===== src/rtl/mac_dot_seq.sv =====
// Sequential dot-product engine: streams packed byte-pair beats through an external
// zero-latency MAC datapath and accumulates the results into a 32-bit sum.
module mac_dot_seq #(
  parameter int LEN_W = 16
) (
  input  logic             aclk,
  input  logic             aresetn,
  input  logic             start,
  input  logic [LEN_W-1:0] len,
  input  logic             din_valid,
  output logic             din_ready,
  input  logic [31:0]      din,
  output logic [31:0]      mac_din,
  input  logic [31:0]      mac_dout,
  output logic             res_valid,
  input  logic             res_ready,
  output logic [31:0]      res_data,
  output logic             res_ovf,
  output logic             busy
);

  typedef enum logic [1:0] {
    IDLE = 2'd0,
    RUN  = 2'd1,
    HOLD = 2'd2
  } state_t;

  state_t           state;
  logic [LEN_W-1:0] cnt;
  logic [31:0]      acc;
  logic             ovf;
  logic [32:0]      sum;

  // The shared MAC datapath is purely combinational, so its result is
  // consumed in the same cycle the operands are presented.
  assign mac_din = din;
  assign sum     = {1'b0, acc} + {1'b0, mac_dout};

  // Outputs decode directly from the state flop, so din_ready has no
  // combinational dependence on din_valid or res_ready.
  assign din_ready = (state == RUN);
  assign res_valid = (state == HOLD);
  assign busy      = (state != IDLE);
  assign res_data  = acc;
  assign res_ovf   = ovf;

  // NOTE: every register, including the accumulator, is cleared by the async
  // reset so an abandoned job leaves no stale result; all updates use <= so
  // each register samples pre-edge values regardless of statement order.
  always_ff @(posedge aclk or negedge aresetn) begin
    if (!aresetn) begin
      state <= IDLE;
      cnt   <= '0;
      acc   <= '0;
      ovf   <= 1'b0;
    end else begin
      case (state)
        IDLE: begin
          if (start) begin
            acc   <= '0;
            ovf   <= 1'b0;
            cnt   <= len;
            state <= (len == '0) ? HOLD : RUN;
          end
        end
        RUN: begin
          if (din_valid) begin
            acc <= sum[31:0];
            if (sum[32]) ovf <= 1'b1;
            cnt <= cnt - LEN_W'(1);
            if (cnt == LEN_W'(1)) state <= HOLD;
          end
        end
        HOLD: begin
          if (res_ready) state <= IDLE;
        end
        default: state <= IDLE;
      endcase
    end
  end

endmodule

===== config.mk =====
export PLATFORM = sky130hd
export DESIGN_NAME = mac_dot_seq
export DESIGN_NICKNAME = d
export VERILOG_FILES = /design/src/rtl/mac_dot_seq.sv
export SDC_FILE = /design/constraint.sdc
export NUM_CORES = 1
export LEC_CHECK = 0
export BUFFER_PORTS_ARGS = -buffer_cell sky130_fd_sc_hd__buf_2
export CAP_MARGIN = 15
export CORE_AREA = 2 2 125 103
export DETAILED_ROUTE_END_ITERATION = 16
export DIE_AREA = 0 0 127 105
export PLACE_DENSITY = 0.57
export SETUP_SLACK_MARGIN = 0.4
export SLEW_MARGIN = 30
export SYNTH_ARGS = -nofsm -noshare
export SYNTH_HDL_FRONTEND = slang
export SYNTH_SLANG_ARGS = --single-unit

===== constraint.sdc =====
create_clock -name aclk -period 3.1 [get_ports aclk]
set_clock_uncertainty 0.15 [all_clocks]
set_input_delay 0.465 -clock aclk [delete_from_list [all_inputs] [get_ports aclk]]
set_output_delay 0.465 -clock aclk [all_outputs]
set_load 0.02 [all_outputs]

==> impl_metrics.toml, run 1 <==
[clocking]
htreeDepth = 2
buffer_levels_on_the_longest_clock_path = 2
tritoncts_num_sinks = 51
holdBufCountCts = 0
numCtsBuffers = 5
clk_pin_slew_worst_paths_ns = 0.07
tritoncts = "done"
clk_latency_ns = 0.30
clockRootBuffer = "sky130_fd_sc_hd__clkbuf_16"

[logic_synthesis]
synth_largest_area_cell = "sky130_fd_sc_hd__dfrtp_1"
synth_top_area_frac = 0.307
ys_ff_latch = 51
post_synthesis_instance_total = 511
synth.distinct_cells = 57
synthesis.area_per_instance_um2 = 8.14
syn-num-nets = 631
synth_top_cells_by_area = "sky130_fd_sc_hd__dfrtp_1 (31%), sky130_fd_sc_hd__ha_1 (10%), sky130_fd_sc_hd__o21ai_0 (8.7%)"
synth_sequential_area_ratio = 0.307
synth-warning-count = 0
synth_edf_count = 0
dominantRegCellSynth = "sky130_fd_sc_hd__dfrtp_1"
async_reset_ff_frac = 1.00
syn_area_mm2 = 0.00416

[job]
cap_violations = 0

[global_route]
grt_first_pass_wirelength_um = 18900
vias_in_the_first_global_route = 3769
grt_antenna_before_repair = 0
grtUsageTotal = 0.175
pin_count_of_the_biggest_net_entering_global_routing = 36
globalRouteOverflowTotal = 0

[detailed_routing]
drt_first_iter_violations = 179
finalWirelength_um = 11600
post-route-drc-count = 0
drt_first_pass_iters = 4
post_drt_wl_per_cell_um = 16.1
postRouteAntennaNets = 0
vias_per_cell = 5.34
via_count = 3863

[sta]
timing.hold.ws_ns = -0.00750
maxSlewViolCount = 0
tns_ns = 0
fin_crit_period_ns = 2.79
max_clock_freq_ghz = 0.359
timing.final.hold_violations = 16
period_share = 0.899
max_slew.worst_pin.slew_ns = 0.588
timing.final.setup_violations = 0
rsz0062_at_grt = "true"
slew_headroom = 0.602

[floorplanning]
die_area_mm2 = 0.0133
floorplan.initialDensity = 0.347
rows = 36
core-area_mm2 = 0.0120
die_width_um = 127
pin_count = 153
die_height_um = 105

[place]
dp_cells = 713
port_buffers = 88
dp_hpwl_um = 8800
place_congestion = 0.888
placed_cell_area_mm2 = 0.00460

[layout]
drive_above_1_share = 0.248
layout.cells.most_common = "sky130_fd_sc_hd__buf_2"
final_cell_mix = "sky130_fd_sc_hd__buf_2 (88), sky130_fd_sc_hd__nand2_1 (65), sky130_fd_sc_hd__o21ai_0 (64)"
utilization = 0.408
finalNonFillerCells = 724
fin_nets = 691
layout.filler_cells = 1245
fin_area_mm2 = 0.00489
area_growth_syn_to_layout_pct = 17.4
antenna_cells_inserted = 0

[power_and_ir_drop]
vdd_ir_drop_max_v = 0.000482
p_per_area_mw_per_mm2 = 1000
power_leakage_nw = 2.26

[critical_path]
crit_slowest_cell = "sky130_fd_sc_hd__or4_1"
arrival_ns = 2.88
worst-path-max-fanout = 3
critical_path_buf_inv_count = 1
r2r_end = "res_data[28]$_DFFE_PN0P_"
crit-reg2reg-launch = "res_data[0]$_DFFE_PN0P_"
crit_path_cell_trace = "ha_4, inv_2, fa_2, and2b_1, o211ai_2, and3b_4, o31ai_4, a41oi_2, o31a_1, or4_1, nand3_2"
critical_path.startpoint = "res_data[0]$_DFFE_PN0P_"
rrSetupSlack_ns = 0.31
worstRegToRegCells = 11
critical_path.startpoint_type = "flop"
timing_worst_setup_path_type = "reg -> reg"
worstPathRequired_ns = 3.19
worst_path_largest_cell_delay_ns = 0.42
end_kind = "flop"
cell_class_contributing_the_biggest_share_of_worst_path_delay = "simple AND/OR/NAND/NOR gates"

[min_path]
hold_path.class = "in -> async"

[outcome]
violations_in_the_final_reports = "hold timing"
run_status = "finished with violations"
## layer usage
metal / track usage / wire, µm
met1: 0.257 / 5900
met2: 0.262 / 5060
met3: 0.0292 / 564
met4: 0.0518 / 123
met5: 0 / 0
## state kept, by name (all words and copies together), names as in the netlist
signal and flops:
cnt 16, res_data 32, res_ovf 1, state 2
## per-stage QoR
step | setup slack, ns | power [W] | hold slack, ns
global placement | 0.0409 | 0.00406 | 0.338
floorplan | 0.195 | 0.00328 | 0.0194
global route | 0.198 | 0.00534 | 0.0314
CTS | 0.213 | 0.00485 | 0.00326
finish | 0.315 | 0.00489 | -0.00750
detailed placement | 0.0299 | 0.00410 | 0.336
## power by group
part / switching [W] / total, W / internal (W)
Clock: 0.000276 / 0.000658 / 0.000382
Sequential: 0.000248 / 0.00120 / 0.000951
Combinational: 0.00182 / 0.00304 / 0.00122
## cells in the mapped netlist (all sizes together), types with 3 or more instances
| cell | instances |
|---|---|
| o31a | 3 |
| o21bai | 3 |
| nand2b | 3 |
| nor4 | 7 |
| or4 | 3 |
| xnor2 | 14 |
| nor2 | 34 |
| inv | 11 |
| o41ai | 3 |
| or3 | 4 |
| o31ai | 4 |
| nand3 | 6 |
| ha | 34 |
| a21oi | 40 |
| a31oi | 7 |
| a22oi | 7 |
| nor3 | 7 |
| nor2b | 5 |
| dfrtp | 51 |
| o21ai | 73 |
| nand4 | 7 |
| buf | 33 |
| nand2 | 65 |
| xor2 | 12 |
| o21a | 8 |
| a21o | 10 |
| clkbuf | 22 |
## timing repair
action,4_1_cts,5_1_grt
setup endpoints to repair,10,18
buffers inserted,2,1
cloned,0,0
pin swaps,5,5
gates resized for setup,10,16
## layout make-up
type / count / area [µm²] / share of cell area
clock inverter: 3 / 43.8 / 0.00896
inverter: 11 / 41.3 / 0.00845
clock buffer: 5 / 125 / 0.0256
sequential: 51 / 1280 / 0.261
tap: 152 / 190 / 0.0389
timing repair buffer: 108 / 594 / 0.122
multi-input combinational: 394 / 2610 / 0.535
## how the worst max path moves through the flow
stage                                     to  cells after the start  slack (ns)
finish              res_data[28]$_DFFE_PN0P_                     11        0.31
global route        res_data[27]$_DFFE_PN0P_                     11        0.20
CTS                 res_data[28]$_DFFE_PN0P_                     11        0.21
detailed placement  res_data[28]$_DFFE_PN0P_                     12        0.03
global placement    res_data[28]$_DFFE_PN0P_                     12        0.04
floorplan           res_data[28]$_DFFE_PN0P_                     11        0.20
## kinds of logic (layout without fill, tap and decap cells)
family | Yosys count | in the layout | share of synthesized area
flip-flops | 51 | 51 | 0.307
AO/OA/AOI/OAI | 182 | 182 | 0.275
AND/OR/NAND/NOR | 151 | 151 | 0.168
XOR/XNOR | 26 | 26 | 0.0547
adder cells (fa/ha/maj) | 35 | 35 | 0.107
buffers and inverters | 66 | 127 | 0.0887
Power figures use the tool's default switching activity.
==> run 2, diff against run 1 <==
Settings changed: GPL_TIMING_DRIVEN set to 0, SKIP_LAST_GASP set to 1.
==> impl_metrics.toml, run 2 (synthesis gave the netlist of run 1 again) <==
[place]
place_congestion = 0.882
port_buffers = 120
dp_hpwl_um = 9470

[critical_path]
worstPathRequired_ns = 3.18
arrival_ns = 2.97
critical_path.startpoint_type = "flop"
worst-path-max-fanout = 4
end_kind = "flop"
timing_worst_setup_path_type = "reg -> reg"

[layout]
area_growth_syn_to_layout_pct = 28.1
layout.filler_cells = 1245
layout.cells.most_common = "sky130_fd_sc_hd__buf_2"
utilization = 0.445
regArea_mm2 = 0.00128
largest_register_ffs = 32
antenna_cells_inserted = 0
final_cell_mix = "sky130_fd_sc_hd__buf_2 (120), sky130_fd_sc_hd__nand2_1 (65), sky130_fd_sc_hd__o21ai_0 (62)"
drive_above_1_share = 0.316
multiInputGateArea_mm2 = 0.00264
fin_nets = 767

[detailed_routing]
post-route-drc-count = 0
post_drt_wl_per_cell_um = 15.5
finalWirelength_um = 12400
drt_first_pass_iters = 4
vias_per_cell = 5.29
via_count = 4235
detailed_routing_wirelength_on_met1_um = 6250
met2_wirelength_um = 5470
top_layer = "met4"
drt_first_iter_violations = 183
postRouteAntennaNets = 0
met3_wirelength_um = 589

[clocking]
clk_pin_slew_worst_paths_ns = 0.07
htreeDepth = 2
buffer_levels_on_the_longest_clock_path = 2
clk_latency_ns = 0.30
numCtsBuffers = 5
clockRootBuffer = "sky130_fd_sc_hd__clkbuf_16"
tritoncts_num_sinks = 51
holdBufCountCts = 0
tritoncts = "done"

[power_and_ir_drop]
combinationalPowerShare = 0.629
power_leakage_nw = 2.58
power.clock.fraction = 0.133
vdd_ir_drop_max_v = 0.000381
netSwitchingFraction = 0.487
p_int_w = 0.00258
p_per_area_mw_per_mm2 = 944
total_switching_power_w = 0.00245
power_frac_seq = 0.237

[floorplanning]
die_height_um = 105
floorplan.initialDensity = 0.347
rows = 36
core-area_mm2 = 0.0120
die_area_mm2 = 0.0133
pin_count = 153
die_width_um = 127

[global_route]
pin_count_of_the_biggest_net_entering_global_routing = 52
grtUsageTotal = 0.181
globalRouteOverflowTotal = 0
vias_in_the_first_global_route = 3978
grt_antenna_before_repair = 0
grt_first_pass_wirelength_um = 19800

[outcome]
run_status = "finished, final reports clean"

[sta]
slew_headroom = 0.378
timing.final.hold_violations = 0
timing.final.setup_violations = 0
period_share = 0.931
max_clock_freq_ghz = 0.346
rsz0062_at_grt = "true"
maxSlewViolCount = 0
tns_ns = 0
max_slew.worst_pin.slew_ns = 0.926
fin_crit_period_ns = 2.89

[job]
cap_violations = 0

[min_path]
hold_path.class = "in -> async"
## run 2: through the flow
step | setup WS, ns | power [W] | instance area (µm²) | hold slack [ns] | instances
4_1_cts | 0.0542 | 0.00492 | 5240 | 0.0875 | 797
3_5_place_dp | -0.166 | 0.00410 | 4960 | 0.347 | 783
6_report | 0.213 | 0.00503 | 5330 | 0.0553 | 800
3_3_place_gp | -0.161 | 0.00406 | 4950 | 0.342 | 783
5_1_grt | 0.126 | 0.00545 | 5330 | 0.122 | 800
2_1_floorplan | 0.195 | 0.00328 | 4160 | 0.0194 | 511
## run 2: power groups by stage
stage | Sequential (W) | Combinational (W) | Clock [W]
floorplan | 0.00135 | 0.00193 | 0
finish | 0.00120 | 0.00317 | 0.000671
detailed placement | 0.00121 | 0.00290 | 0
CTS | 0.00120 | 0.00303 | 0.000686
global route | 0.00125 | 0.00350 | 0.000708
global placement | 0.00119 | 0.00287 | 0
## run 2: layer usage
metal	up-vias	GRT usage
met3	10	0.0266
li1	2108	-
met1	1988	0.266
met5	-	0
met4	0	0.0338
met2	129	0.285
## run 2: area by class of cell
| type | instances | area share |
|---|---|---|
| clock inverters | 2 | 0.00657 |
| flip-flops and latches | 51 | 0.240 |
| inverters | 11 | 0.00774 |
| well taps | 152 | 0.0357 |
| repair buffers | 129 | 0.126 |
| multi-input cells | 394 | 0.495 |
| plain buffers | 55 | 0.0631 |
| clock buffers | 6 | 0.0260 |
## run 2: worst max-delay path: stages (launching register included)
cell	delay, ns
sky130_fd_sc_hd__dfrtp_2	0.39
sky130_fd_sc_hd__ha_4	0.14
sky130_fd_sc_hd__inv_2	0.03
sky130_fd_sc_hd__fa_2	0.32
sky130_fd_sc_hd__and2b_2	0.24
sky130_fd_sc_hd__o211ai_2	0.08
sky130_fd_sc_hd__and3b_4	0.20
sky130_fd_sc_hd__o31ai_4	0.28
sky130_fd_sc_hd__a41oi_2	0.19
sky130_fd_sc_hd__o31a_1	0.31
sky130_fd_sc_hd__or4_1	0.42
sky130_fd_sc_hd__nand3_1	0.08
## run 2: final timing paths
kind	startpoint	end	slack, ns	depth (start not counted)
worst min-delay path	aresetn	res_data[16]$_DFFE_PN0P_	0.06	1
worst max-delay path	res_data[0]$_DFFE_PN0P_	res_data[28]$_DFFE_PN0P_	0.21	11
min in group aclk	len[5]	cnt[5]$_DFFE_PN0P_	0.27	3
max in group asynchronous	aresetn	res_data[0]$_DFFE_PN0P_	2.24	1
worst max register to register	res_data[0]$_DFFE_PN0P_	res_data[28]$_DFFE_PN0P_	0.21	11
worst min register to register	res_data[23]$_DFFE_PN0P_	res_data[23]$_DFFE_PN0P_	0.36	2
## run 2: timing repair
item,CTS,global route
pin swaps,6,15
endpoints found under the setup margin,38,40
resized for setup,16,29
setup buffers,6,3
